[config.mk]
export PLATFORM = sky130hd
export DESIGN_NAME = actigrad
export DESIGN_NICKNAME = d
export VERILOG_FILES = /design/src/rtl/actigrad_pkg.sv /design/src/rtl/serial_mul.sv /design/src/rtl/actigrad.sv
export SDC_FILE = /design/constraint.sdc
export NUM_CORES = 1
export LEC_CHECK = 0
export BUFFER_PORTS_ARGS = -buffer_cell sky130_fd_sc_hd__buf_2
export CORE_UTILIZATION = 45
export CTS_CLUSTER_SIZE = 30
export DETAILED_ROUTE_END_ITERATION = 12
export GPL_TIMING_DRIVEN = 0
export PLACE_DENSITY = 0.64
export SLEW_MARGIN = 25
export SYNTH_ARGS = -nofsm -noshare
export SYNTH_HDL_FRONTEND = slang
export SYNTH_SLANG_ARGS = --single-unit
[constraint.sdc]
create_clock -name clk -period 5.2 [get_ports clk]
set_input_delay 0.26 -clock clk [delete_from_list [all_inputs] [get_ports clk]]
set_output_delay 0.26 -clock clk [all_outputs]
set_load 0.005 [all_outputs]
[src/rtl/actigrad_pkg.sv]
// Shared widths, constants and state encoding for the actigrad sigmoid-gradient block.
package actigrad_pkg;

    localparam int unsigned Y_W   = 16;
    localparam int unsigned E_W   = 24;
    localparam int unsigned P_W   = E_W + Y_W;
    localparam int unsigned ITER  = 16;
    localparam int unsigned CNT_W = $clog2(ITER);

    localparam logic [Y_W-1:0] ONE_Y = 16'h8000;

    typedef enum logic [1:0] {
        StIdle = 2'd0,
        StMul1 = 2'd1,
        StMul2 = 2'd2,
        StDone = 2'd3
    } state_t;

endpackage

[src/rtl/serial_mul.sv]
// Radix-2 shift-add multiplier: signed 24-bit multiplicand by unsigned 16-bit multiplier,
// one multiplier bit per enabled cycle. The product output is the running sum including
// the current partial term, so on the done cycle it already holds the full 40-bit result.
module serial_mul
    import actigrad_pkg::*;
(
    input  logic             clk,
    input  logic             rst_n,
    input  logic             start,
    input  logic             en,
    input  logic [E_W-1:0]   mcand,
    input  logic [Y_W-1:0]   mplier,
    output logic             done,
    output logic [P_W-1:0]   product
);

    logic [P_W-1:0]   acc_q;
    logic [CNT_W-1:0] cnt_q;
    logic [P_W-1:0]   mcand_ext;
    logic [P_W-1:0]   partial;

    // Partial product for the current multiplier bit and the running sum.
    always_comb begin
        mcand_ext = {{(P_W-E_W){mcand[E_W-1]}}, mcand};
        partial   = mplier[cnt_q] ? (mcand_ext << cnt_q) : '0;
        product   = acc_q + partial;
        done      = en && (cnt_q == CNT_W'(ITER - 1));
    end

    // Accumulate while enabled; clear on start and after the last iteration so the
    // next multiply begins from zero without a separate setup cycle.
    always_ff @(posedge clk or negedge rst_n) begin
        if (!rst_n) begin
            acc_q <= '0;
            cnt_q <= '0;
        end else if (start || done) begin
            acc_q <= '0;
            cnt_q <= '0;
        end else if (en) begin
            acc_q <= product;
            cnt_q <= cnt_q + 1'b1;
        end
    end

endmodule

[src/rtl/actigrad.sv]
// Sigmoid backprop gradient: grad = err * y * (1 - y), computed with two sequential
// 16-cycle multiplies on a single shared serial multiplier.
module actigrad
    import actigrad_pkg::*;
(
    input  logic           clk,
    input  logic           rst_n,
    input  logic           in_valid,
    output logic           in_ready,
    input  logic [Y_W-1:0] y_in,
    input  logic [E_W-1:0] err_in,
    output logic           out_valid,
    input  logic           out_ready,
    output logic [E_W-1:0] grad_out
);

    state_t         state_q, state_d;
    logic [Y_W-1:0] y_q;
    logic [E_W-1:0] err_q;
    logic [Y_W-1:0] d15_q;
    logic [E_W-1:0] grad_q;
    logic [Y_W-1:0] om;

    logic           mul_start;
    logic           mul_en;
    logic           mul_done;
    logic [E_W-1:0] mul_mcand;
    logic [Y_W-1:0] mul_mplier;
    logic [P_W-1:0] mul_product;
    logic           unused_product_bits;

    serial_mul u_serial_mul (
        .clk     (clk),
        .rst_n   (rst_n),
        .start   (mul_start),
        .en      (mul_en),
        .mcand   (mul_mcand),
        .mplier  (mul_mplier),
        .done    (mul_done),
        .product (mul_product)
    );

    // State register.
    always_ff @(posedge clk or negedge rst_n) begin
        if (!rst_n) begin
            state_q <= StIdle;
        end else begin
            state_q <= state_d;
        end
    end

    // Next-state logic: each multiply phase ends on the multiplier's last iteration.
    always_comb begin
        state_d = state_q;
        case (state_q)
            StIdle: if (in_valid) state_d = StMul1;
            StMul1: if (mul_done) state_d = StMul2;
            StMul2: if (mul_done) state_d = StDone;
            StDone: if (out_ready) state_d = StIdle;
            default: state_d = StIdle;
        endcase
    end

    // Handshakes and multiplier operand routing.
    always_comb begin
        om         = ONE_Y - y_q;
        in_ready   = (state_q == StIdle);
        out_valid  = (state_q == StDone);
        mul_start  = in_valid && (state_q == StIdle);
        mul_en     = (state_q == StMul1) || (state_q == StMul2);
        mul_mcand  = err_q;
        mul_mplier = d15_q;
        if (state_q == StMul1) begin
            mul_mcand  = {{(E_W-Y_W){1'b0}}, y_q};
            mul_mplier = om;
        end
    end

    // Operand capture, intermediate d15 and the final gradient register.
    always_ff @(posedge clk or negedge rst_n) begin
        if (!rst_n) begin
            y_q    <= '0;
            err_q  <= '0;
            d15_q  <= '0;
            grad_q <= '0;
        end else begin
            if (mul_start) begin
                // y >= 1.0 is clamped to exactly 1.0 so the derivative term is zero.
                y_q   <= y_in[Y_W-1] ? ONE_Y : y_in;
                err_q <= err_in;
            end
            if (mul_done && state_q == StMul1) begin
                d15_q <= mul_product[30:15];
            end
            if (mul_done && state_q == StMul2) begin
                grad_q <= mul_product[38:15];
            end
        end
    end

    assign grad_out = grad_q;

    // Bit 39 is pure sign extension and bits below 15 are truncated away.
    assign unused_product_bits = ^{mul_product[P_W-1], mul_product[14:0]};

endmodule

# --- Word level (Yosys, flattened, before mapping) ---
# Cells that the tools add are included.
# W data, S select, Z words.
word_totals:
  ff_bits: 126
  inputBits: 44
  output_inout_bits: 26
  word_cells: 44
classes:
  add_sub_neg: 3
  order_cmp: 1
  eq_ne: 8
  shift: 1
  muxes: 15
  n_reduce_logical: 9
op_table:
  columns: ["operator", "n"]
  rows:
  - ["$mux W40", 3]
  - ["$add A40 B40 Y40", 1]
  - ["$shl A40 B4 Y40", 1]
  - ["$mux W16", 2]
  - ["$mux W24", 1]
  - ["$sub A16 B16 Y16 const A", 1]
  - ["$mux W2", 4]
  - ["$mux W4", 2]
  - ["$pmux W2 S4", 1]
  - ["$ne A2 B2 Y1 const B", 3]
  - ["$lt A4 B5 Y1 const B", 1]
  - ["$add A4 B1 Y4 const B", 1]
  - ["$bmux W1 S4", 1]
  - ["$eq A2 B2 Y1 const B", 2]
  - ["$eq A4 B4 Y1 const B", 1]
  - ["$logic_and A1 B1 Y1", 4]
  - ["$reduce_and A4 Y1", 1]
  - ["$eq A2 B1 Y1 const B", 1]
  - ["$logic_not A2 Y1", 1]
  - ["$logic_or A1 B1 Y1", 2]
  - ["$ne A2 B1 Y1 const B", 1]
  - ["$reduce_bool A2 Y1", 1]
  - ["$mux W1", 1]

# --- Logic depth before layout (Yosys ltp) ---
# Gate-level depths: netlist of the first run.
depth:
  word_depth: 8
  depth_mapped: 23
  ltp_nobuf: 20

# --- Cells and area by module ---
# A second synthesis of the first run with hierarchy kept.
unflattened:
  hier_cells: 945
  hier_area_um2: 9166.3
modules_own_cells:
  columns: ["mod", "instances", "cells_each", "area_each_um2", "seq_area_each_um2"]
  rows:
  - ["serial_mul", 1, 630, 5270.1, 1101.1]
  - ["actigrad", 1, 315, 3896.2, 2052.0]

# --- Least setup slack after synthesis of the first run ---
# No wires, ideal clock.
synth_path:
  kind: "flip-flop to flip-flop"
  startpoint: "register state_q[1]"
  endpoint: "register d15_q[14]"
  setup_time_ns: 0.125
  arrival_ns: 4.778
  required_time_ns: 5.075
  setup_slack_ns: 0.298
  stages_incl_launch_ff: 22
  n_path_buf: 4
  period_less_slack_ns: 4.902
  path_cell_list: "dfrtp_1 inv_1 ha_1 clkbuf_1 clkbuf_1 clkbuf_1 buf_1 mux2i_1 nor3_1 a21oi_1 mux2i_1 a21oi_1 nor2_1 ha_1 nand2_1 or4_1 o21ai_0 o21ai_1 o21ai_0 a21boi_0 xnor2_1 mux2_2"
synth_between:
  elab_chain_len: 6
  word_cells_on_any_way: 12
  cone_classes: "add/sub (1); eq/ne (2); shift (1); mux (5); reduce/logical (3)"
synth_lines:
  columns: ["item", "line", "rtl"]
  rows:
  - ["start, declared", "actigrad.sv:17", "state_t state_q, state_d;"]
  - ["start signal, assigned", "actigrad.sv:46", "state_q <= StIdle;"]
  - ["start signal, assigned", "actigrad.sv:48", "state_q <= state_d;"]
  - ["$eq A2 B1 Y1", "actigrad.sv:70, actigrad.sv:73, actigrad.sv:92", null]
  - ["$mux W16", "actigrad.sv:73", "if (state_q == StMul1) begin"]
  - ["$bmux W1 S4", "serial_mul.sv:25", "partial = mplier[cnt_q] ? (mcand_ext << cnt_q) : '0;"]
  - ["$mux W1 (not written as such)", "serial_mul.sv:25", null]
  - ["$mux W40", "serial_mul.sv:25", null]
  - ["$add A40 B40 Y40", "serial_mul.sv:26", "product = acc_q + partial;"]
  - ["end signal, assigned", "actigrad.sv:93", "d15_q <= mul_product[30:15];"]
  - ["end, declared", "actigrad.sv:20", "logic [Y_W-1:0] d15_q;"]
# Parallel ways exist; a longest one is shown, timed or not. The select of a mux whose other input is x is not followed.
# A chain may end at the register's enable or synchronous reset.

# --- Worst setup path after layout of the first run ---
layout_path:
  startpoint: "register y_q[3]"
  endpoint: "register u_serial_mul.acc_q[38]"
layout_between:
  elab_chain_len: 8
  word_cells_on_any_way: 10
  cone_classes: "add/sub (2); shift (1); mux (7)"
layout_lines:
  columns: ["item", "line", "rtl"]
  rows:
  - ["start, declared", "actigrad.sv:18", "logic [Y_W-1:0] y_q;"]
  - ["start signal, assigned", "actigrad.sv:89", "y_q <= y_in[Y_W-1] ? ONE_Y : y_in;"]
  - ["$sub A16 B16 Y16", "actigrad.sv:66", "om = ONE_Y - y_q;"]
  - ["$mux W16", "actigrad.sv:73", null]
  - ["$bmux W1 S4", "serial_mul.sv:25", null]
  - ["$mux W1 (not written as such)", "serial_mul.sv:25", null]
  - ["$mux W40 *", "serial_mul.sv:25", null]
  - ["$add A40 B40 Y40 *", "serial_mul.sv:26", null]
  - ["$mux W40 *", "serial_mul.sv:39", "end else if (en) begin"]
  - ["$mux W40 *", "serial_mul.sv:36", "end else if (start || done) begin"]
  - ["end signal, assigned", "serial_mul.sv:40", "acc_q <= product;"]
  - ["end, declared", "serial_mul.sv:17", "logic [P_W-1:0] acc_q;"]
# Every way passes the cells marked *; elsewhere a longest branch is shown, timed or not. The select of a mux whose other input is x is not followed.

==> results of run 1 <==
worst paths after layout:
kind,startpoint,end,cells past startpoint
max in group asynchronous,rst_n,y_q[1],3
max reg2reg,y_q[3],u_serial_mul.acc_q[38],19
min in group asynchronous,rst_n,u_serial_mul.acc_q[6],2
min reg2reg,grad_out[22],grad_out[22],2
max,y_q[3],u_serial_mul.acc_q[38],19
min,err_in[19],err_q[19],2
cells in the final DEF (no fill, tap or decap), types with 16 or more instances in the layout:
| cell | Yosys | routed |
|---|---|---|
| clkbuf_16 | 0 | 17 |
| nand2b_1 | 23 | 23 |
| mux2_2 | 68 | 68 |
| xor2_1 | 17 | 16 |
| dfrtp_1 | 125 | 123 |
| a21o_1 | 16 | 16 |
| nor2_1 | 111 | 99 |
| ha_1 | 44 | 27 |
| inv_1 | 30 | 30 |
| xnor2_1 | 24 | 20 |
| clkbuf_1 | 43 | 30 |
| mux4_2 | 20 | 20 |
| nand2_1 | 79 | 78 |
| a21oi_1 | 72 | 62 |
| o21ai_0 | 68 | 64 |
| mux2i_1 | 41 | 40 |
| buf_2 | 8 | 74 |
repair_timing:
action	in CTS	in global routing
gates resized for setup	44	86
pin swaps	3	11
hold endpoints to repair	43	0
buffers inserted	3	6
hold buffers	1	0
setup endpoints to repair	69	53
sequential cells by signal, indices dropped and copies added, names as in the netlist:
signal,count
state_q,2
d15_q,16
u_serial_mul.cnt_q,4
y_q,16
err_q,24
grad_out,24
u_serial_mul.acc_q,39
power breakdown:
group / switching, mW / internal, mW
sequential: 0.277 / 1.27
clock: 0.554 / 0.734
combinational: 3.29 / 2.21
total: 4.12 / 4.21
cells by family (layout without fill, tap and decap cells):
| group | Yosys count | after routing | synth area share |
|---|---|---|---|
| DFF | 125 | 125 | 0.344 |
| buffers and inverters | 92 | 197 | 0.0407 |
| adders and majority gates | 45 | 45 | 0.0627 |
| muxes | 130 | 130 | 0.180 |
| xor gates and xnor gates | 42 | 42 | 0.0419 |
| and+or+nand+nor | 297 | 297 | 0.151 |
| AOI/OAI and AO/OA | 258 | 258 | 0.181 |
through the flow:
stage	hold WS (ps)	setup WS [ps]	utilization	instance area, um^2
2_1_floorplan	-35.6	298	-	9100
6_report	47.4	159	0.560	11000
3_5_place_dp	173	-1380	0.499	9820
4_1_cts	37.3	4.26	0.540	10600
3_3_place_gp	458	-1460	0.498	9780
5_1_grt	46.7	-51.5	0.560	11000
cell type report:
| cell class | instances | area, um^2 |
|---|---|---|
| repair buffers | 80 | 460 |
| fillers | 1823 | 8640 |
| clock buffers | 17 | 425 |
| plain buffers | 54 | 283 |
| well taps | 265 | 332 |
| flip-flops and latches | 125 | 3130 |
| clock inverters | 15 | 193 |
| inverters | 31 | 116 |
| multi-input cells | 772 | 6070 |
metal layers:
layer  track usage  vias up  part of all wire
li1              -     3783                 -
met1         0.372     3894              0.46
met2         0.423      259              0.46
met3        0.0553       55             0.052
met4        0.0787        0             0.023
met5             0        -                 0
==> run summary, run 1 <==
RSZ-0062 raised after global routing: yes
CP Class: reg2reg
std cell rows: 51
largest net degree at the start of global routing: 83
slew margin rel.: 0.417
Req. time, crit path: 5520 ps
initial antenna violation count: 0
first-pass GRT wire length: 42200 um
die height: 144 um
clock sinks: 125
Syn Nets: 1078
synth cell count leaders: 125 x dfrtp_1, 111 x nor2_1, 79 x nand2_1, 72 x a21oi_1
die area: 0.0208 mm^2
Syn Inst Count: 989
syn_area_per_cell: 9.20 um^2
register bit total from synthesis: 125
f_max: 198 MHz
# diodes: 0
CTS buffer count: 17
area delta synth->final: 21.0%
Slew @ Worst Pin: 865 ps
Slowest-stage cell, CP: o41a_1
Final Max Slew Viols: 0
Clk Latency, worst-skew pair: 440 ps
Final ANT Viol Nets: 0
CTS Buffer Depth: 2
R2R Setup Slk: 160 ps
initial DRC count: 470
slowest stage delay, CP: 440 ps
Post-Route WL: 26900 um
I/O Buffers: 69
Hold Fails Final Rpt: 0
Top delay family on crit path: compound AO/OA/AOI/OAI gates
minimum clock period: 5040 ps
total number of vias: 7991
register area share after synthesis: 0.344
Synth Flop Type: dfrtp_1
CTS tree: built
status: finished clean
Synth area leaders: dfrtp_1 34%, mux2_2 8.4%, ha_1 6.0%
leak pwr: 4.92 nW
maxcap violations: 0
final setup fails: 0
Worst Path Max Fanout: 10
total track usage: 0.269
global placement routability congestion: 0.959
Hold WC Path Type: in2reg
DP HPWL: 19600 um
Synth Warn #: 0
area leader, netlist: dfrtp_1
Die Wd: 144 um
Setup TNS: 0 ps
CORE AREA: 0.0197 mm^2
Worst Setup Start Kind: flip-flop
root buf cell: clkbuf_16
clock slew at reported path FFs: 70 ps
share of the cycle needed by the critical path after routing: 0.969
1st-pass router iterations: 5
crit-path cells: buf_6 -> or3_1 -> buf_2 -> o41ai_2 -> a21oi_1 -> a2111oi_2 -> nor3_1 -> o41a_1 -> buf_6 -> a211oi_2 -> ha_1 -> a21oi_1 -> o211ai_1 -> a221o_1 -> a22o_1 -> a21oi_2 -> a221oi_2 -> mux4_2 -> nand3b_1
Post-synth ARST share: 1.00
VDD IR max: 0.295 mV
IO Pins: 70
Placed Instances: 1324
Worst Path Arrival: 5360 ps
Tot Pwr: 8.34 mW
Non-Filler Instances: 1359
Final Skew: 14.8 ps
most common cell in the netlist: dfrtp_1
Final nets: 1170
Mapped Area: 0.00910 mm^2
Post-synth EDFFs: 0
post-synth top area share: 0.344
Power Dens Cells: 757 mW/mm^2
Max H-tree Level: 4
layout cells sized above 1: 0.270
Initial Utilization: 0.463
worst path bufs/invs: 3
drt wl/cell: 19.8 um
Residual DRC: 0
number of global-route vias before repair: 7560
total gr overflow: 0
Synth cell types: 64
Crit. End Element: flip-flop
number of vias per cell: 5.88
No activity file was read; power rests on OpenSTA's default activity.
==> run 2, diff against run 1 <==
CTS_BUF_LIST = sky130_fd_sc_hd__clkbuf_8   (was default)
==> run summary, run 2 (synthesis results as in run 1) <==
Biggest register: u_serial_mul.acc_q
Final Cell Area: 0.0109 mm^2
Setup TNS: 0 ps
Final Max Slew Viols: 0
total number of vias: 8018
I/O Buffers: 69
Initial Utilization: 0.463
Worst Setup Start Kind: flip-flop
clock slew at reported path FFs: 100 ps
Hold Fails Final Rpt: 0
Min-Delay Path Depth: 2
DP HPWL: 19600 um
Non-Filler Instances: 1366
R2R cell count: 19
Crit. End Element: flip-flop
IO Pins: 70
std cell rows: 51
Post-Route WL: 27000 um
Worst Hold Slack: 12.3 ps
Req. time, crit path: 5570 ps
slew margin rel.: 0.378
1st-pass router iterations: 5
Top delay family on crit path: compound AO/OA/AOI/OAI gates
Worst Hold End: err_q[12]
commonest non-fill, non-tap cells in the layout: 124 x dfrtp_1, 98 x nor2_1, 78 x nand2_1, 74 x buf_2, 68 x mux2_2
Flop pwr share: 0.193
clock sinks: 125
share of the cycle needed by the critical path after routing: 0.968
origin of the critical flop-to-flop path: y_q[4]
Placement Cell Area: 0.00982 mm^2
Worst Path Max Fanout: 10
status: finished clean
slowest stage delay, CP: 500 ps
Final nets: 1177
Clk Latency, worst-skew pair: 490 ps
first-pass GRT wire length: 41800 um
leak pwr: 4.87 nW
number of global-route vias before repair: 7524
Slowest-stage cell, CP: dfrtp_1
min-delay src: err_in[12]
CP Class: reg2reg
drt wl/cell: 19.8 um
worst path bufs/invs: 3
initial DRC count: 532
reg2reg end: grad_out[4]
number of flip-flops in the largest register: 39
Final ANT Viol Nets: 0
Power Dens Cells: 734 mW/mm^2
die height: 144 um
area delta synth->final: 20.2%
crit-path cells: or3_1 -> buf_2 -> o41ai_2 -> a21oi_1 -> a2111oi_2 -> nor3_1 -> o41a_1 -> buf_6 -> buf_6 -> nor2_2 -> ha_2 -> nand3_1 -> nor2_2 -> a221oi_4 -> nand2b_4 -> a21oi_1 -> a21boi_0 -> xnor2_2 -> mux2_2
number of vias per cell: 5.87
maxcap violations: 0
CTS Buffer Depth: 2
Slew @ Worst Pin: 923 ps
Pint: 3.93 mW
commonest non-fill, non-tap cell in the layout: dfrtp_1
largest net degree at the start of global routing: 83
f_max: 199 MHz
Worst Path Arrival: 5400 ps
Placed Instances: 1324
clock share of power: 0.120
final setup fails: 0
root buf cell: clkbuf_8
sw frac: 0.510
Die Wd: 144 um
Setup crit start: y_q[4]
minimum clock period: 5030 ps
total gr overflow: 0
# diodes: 0
CTS buffer count: 17
CORE AREA: 0.0197 mm^2
initial antenna violation count: 0
R2R Setup Slk: 170 ps
CTS tree: built
Tot Pwr: 8.03 mW
die area: 0.0208 mm^2
Hold WC Path Type: in2reg
total track usage: 0.265
Combinational Power Share: 0.687
layout cells sized above 1: 0.272
Max H-tree Level: 4
VDD IR max: 0.264 mV
Residual DRC: 0
Final Skew: 21.9 ps
Sw Pwr: 4.10 mW
global placement routability congestion: 0.959
-- run 2: cell count changes in the layout (fill, tap and decap cells not counted), sizes merged --
cell / before / now
buf: 99 / 97
dlygate4sd3: 1 / 10
-- run 2: power groups by stage --
stage                     combinational, mW  sequential, mW  clock (mW)
after detailed placement               4.79            1.53           0
after CTS                              4.95            1.53       0.976
final                                  5.52            1.55       0.960
after floorplan                        3.56            1.44           0
after global routing                   5.98            1.58        1.00
after global placement                 4.76            1.52           0
-- run 2: final cells by class --
class                           instances  area, um^2
Buffer                                 54         279
Clock buffer                           17         234
Clock inverter                         15         193
Fill cell                            1820        8710
Inverter                               31         116
Multi-Input combinational cell        772        6120
Sequential cell                       125        3130
Tap cell                              265         332
Timing Repair Buffer                   87         536
-- run 2: repair_timing --
item / CTS / global route
pin swaps: 3 / 15
setup buffers: 1 / 6
gates resized for setup: 42 / 94
hold buffers: 10 / 0
hold endpoints to repair: 52 / 0
endpoints found under the setup margin: 69 / 56
-- run 2: routing by layer --
metal,vias to the layer above,routed length [um],GRT usage
li1,3801,-,-
met1,3933,12300,0.369
met2,246,12600,0.421
met3,38,1480,0.0447
met4,0,524,0.0831
met5,-,0,0
-- run 2: how the worst max path moves through the flow --
| stage | end | cells past startpoint | slack [ps] |
|---|---|---|---|
| 6_report | grad_out[4] | 19 | 170 |
| 5_1_grt | grad_out[21] | 20 | -50 |
| 4_1_cts | u_serial_mul.acc_q[38] | 19 | -40 |
| 3_5_place_dp | grad_out[14] | 21 | -1380 |
| 3_3_place_gp | grad_out[14] | 21 | -1460 |
| 2_1_floorplan | d15_q[14] | 21 | 300 |
-- run 2: worst reg2reg max path, stage by stage, from the launching register on --
cell       delay, ps
dfrtp_1          500
or3_1            380
buf_2            170
o41ai_2          270
a21oi_1          130
a2111oi_2        330
nor3_1           110
o41a_1           440
buf_6            160
buf_6            170
nor2_2           140
ha_2             330
nand3_1          120
nor2_2            60
a221oi_4         410
nand2b_4         220
a21oi_1          100
a21boi_0         390
xnor2_2          200
mux2_2           300
-- run 2: through the flow --
stage	util	worst slack, ps
after CTS	0.534	-35.9
after global placement	0.498	-1460
after detailed placement	0.499	-1380
after global routing	0.557	-54.1
final	0.557	168
after floorplan	-	298
==> run 3, diff against run 2 <==
MAX_ROUTING_LAYER = met4   (was default)
==> run summary, run 3 (synthesis results as in run 1) <==
IO Pins: 70
initial antenna violation count: 0
Hold Fails Final Rpt: 0
Die Wd: 144 um
worst path bufs/invs: 4
number of global-route vias before repair: 7786
clock share of power: 0.115
total track usage: 0.276
first-pass GRT wire length: 42200 um
total number of vias: 8029
drt wl/cell: 19.3 um
total gr overflow: 0
commonest non-fill, non-tap cell in the layout: dfrtp_1
status: finished clean
Pint: 3.91 mW
Biggest register: u_serial_mul.acc_q
f_max: 200 MHz
Sw Pwr: 4.06 mW
die area: 0.0208 mm^2
Max H-tree Level: 4
Slew @ Worst Pin: 843 ps
CTS tree: built
CTS buffer count: 17
maxcap violations: 0
Final Util: 0.557
origin of the critical flop-to-flop path: u_serial_mul.cnt_q[0]
number of flip-flops in the largest register: 39
Req. time, crit path: 5560 ps
number of vias per cell: 5.83
Combinational Power Share: 0.691
area occupied by multi-input gates: 0.00604 mm^2
clock slew at reported path FFs: 80 ps
I/O Buffers: 69
pre-CTS setup slack: -1470 ps
Post-Route WL: 26600 um
R2R Setup Slk: 190 ps
DP HPWL: 19600 um
R2R cell count: 19
Crit. End Element: flip-flop
Power Dens Cells: 728 mW/mm^2
Worst Hold Slack: 13.5 ps
Final Skew: 25.2 ps
Non-Filler Instances: 1378
Final ANT Viol Nets: 0
final setup fails: 0
# diodes: 0
min-delay src: err_in[23]
Final nets: 1189
Flop pwr share: 0.194
std cell rows: 51
minimum clock period: 5010 ps
slew margin rel.: 0.432
fin worst setup slack: 192 ps
largest net degree at the start of global routing: 83
FF+latch area: 0.00313 mm^2
Worst Hold End: err_q[23]
root buf cell: clkbuf_8
global placement routability congestion: 0.972
Fillers: 1851
Final Cell Area: 0.0109 mm^2
Clk Latency, worst-skew pair: 500 ps
sw frac: 0.510
crit-path cells: clkbuf_4 -> clkbuf_4 -> buf_4 -> buf_6 -> mux4_2 -> mux2i_1 -> mux2_2 -> nor2_1 -> a21oi_1 -> nor2_4 -> ha_4 -> nand4_1 -> o22ai_2 -> a31oi_4 -> a21oi_2 -> a21oi_1 -> a221oi_2 -> mux4_2 -> nand3b_1
Worst Path Max Fanout: 10
CTS Buffer Depth: 2
1st-pass router iterations: 5
Worst Setup Start Kind: flip-flop
Slowest-stage cell, CP: mux4_2
initial DRC count: 523
layout cells sized above 1: 0.268
Crit path depth: 19
Setup TNS: 0 ps
leak pwr: 4.90 nW
Top delay family on crit path: multiplexers
Initial Utilization: 0.463
Tot Pwr: 7.97 mW
Hold WC Path Type: in2reg
Placement Cell Area: 0.00982 mm^2
Residual DRC: 0
CORE AREA: 0.0197 mm^2
Worst Path Arrival: 5370 ps
RSZ-0062 raised after global routing: yes
Min-Delay Path Depth: 2
Final Max Slew Viols: 0
clock sinks: 125
reg2reg end: u_serial_mul.acc_q[38]
die height: 144 um
CP Class: reg2reg
area delta synth->final: 20.2%
share of the cycle needed by the critical path after routing: 0.963
VDD IR max: 0.298 mV
Placed Instances: 1324
commonest non-fill, non-tap cells in the layout: 124 x dfrtp_1, 100 x nor2_1, 78 x nand2_1, 71 x buf_2, 68 x mux2_2
slowest stage delay, CP: 550 ps
run 3: changes by cell type in the layout (fill, tap and decap cells not counted), moves of 2 or more:
cell / previous run / this run
buf_4: 12 / 18
clkbuf_4: 3 / 7
o21ai_1: 2 / 6
buf_2: 74 / 71
dlygate4sd3_1: 10 / 13
o21ai_0: 65 / 62
a21oi_2: 10 / 12
a21oi_4: 3 / 1
ha_1: 26 / 28
ha_4: 12 / 10
nor2_1: 98 / 100
run 3: repair_timing:
item / CTS / global route
endpoints found under the hold margin: 54 / 1
pin swaps: 5 / 14
setup buffers: 8 / 7
hold buffers: 12 / 1
setup endpoints to repair: 69 / 54
resized for setup: 39 / 89
run 3: worst max path at each step:
stage               slack, ps                      to             startpoint
floorplan                 300               d15_q[14]             state_q[1]
global placement        -1500            grad_out[14]             state_q[1]
detailed placement      -1470               d15_q[14]             state_q[1]
CTS                        -6  u_serial_mul.acc_q[38]                 y_q[6]
global route              -70  u_serial_mul.acc_q[38]                 y_q[6]
finish                    190  u_serial_mul.acc_q[38]  u_serial_mul.cnt_q[0]
run 3: power groups by stage:
stage / sequential (mW) / combinational [mW] / clock [mW]
2_1_floorplan: 1.44 / 3.56 / 0
3_3_place_gp: 1.53 / 4.76 / 0
3_5_place_dp: 1.53 / 4.79 / 0
4_1_cts: 1.53 / 4.98 / 0.925
5_1_grt: 1.58 / 5.98 / 0.961
6_report: 1.55 / 5.51 / 0.915
run 3: cell type report:
| cell class | instances | share of cell area |
|---|---|---|
| Tap cell | 265 | 0.0303 |
| Clock inverter | 15 | 0.0158 |
| Sequential cell | 125 | 0.286 |
| Inverter | 31 | 0.0106 |
| Multi-Input combinational cell | 772 | 0.552 |
| Clock buffer | 17 | 0.0214 |
| Timing Repair Buffer | 98 | 0.0572 |
| Buffer | 55 | 0.0263 |
run 3: layer usage:
metal	up-vias	track usage	share of wire
met1	3960	0.369	0.47
met3	35	0.0474	0.048
met5	-	-	0
met2	219	0.435	0.47
li1	3815	-	-
met4	0	0.0681	0.016
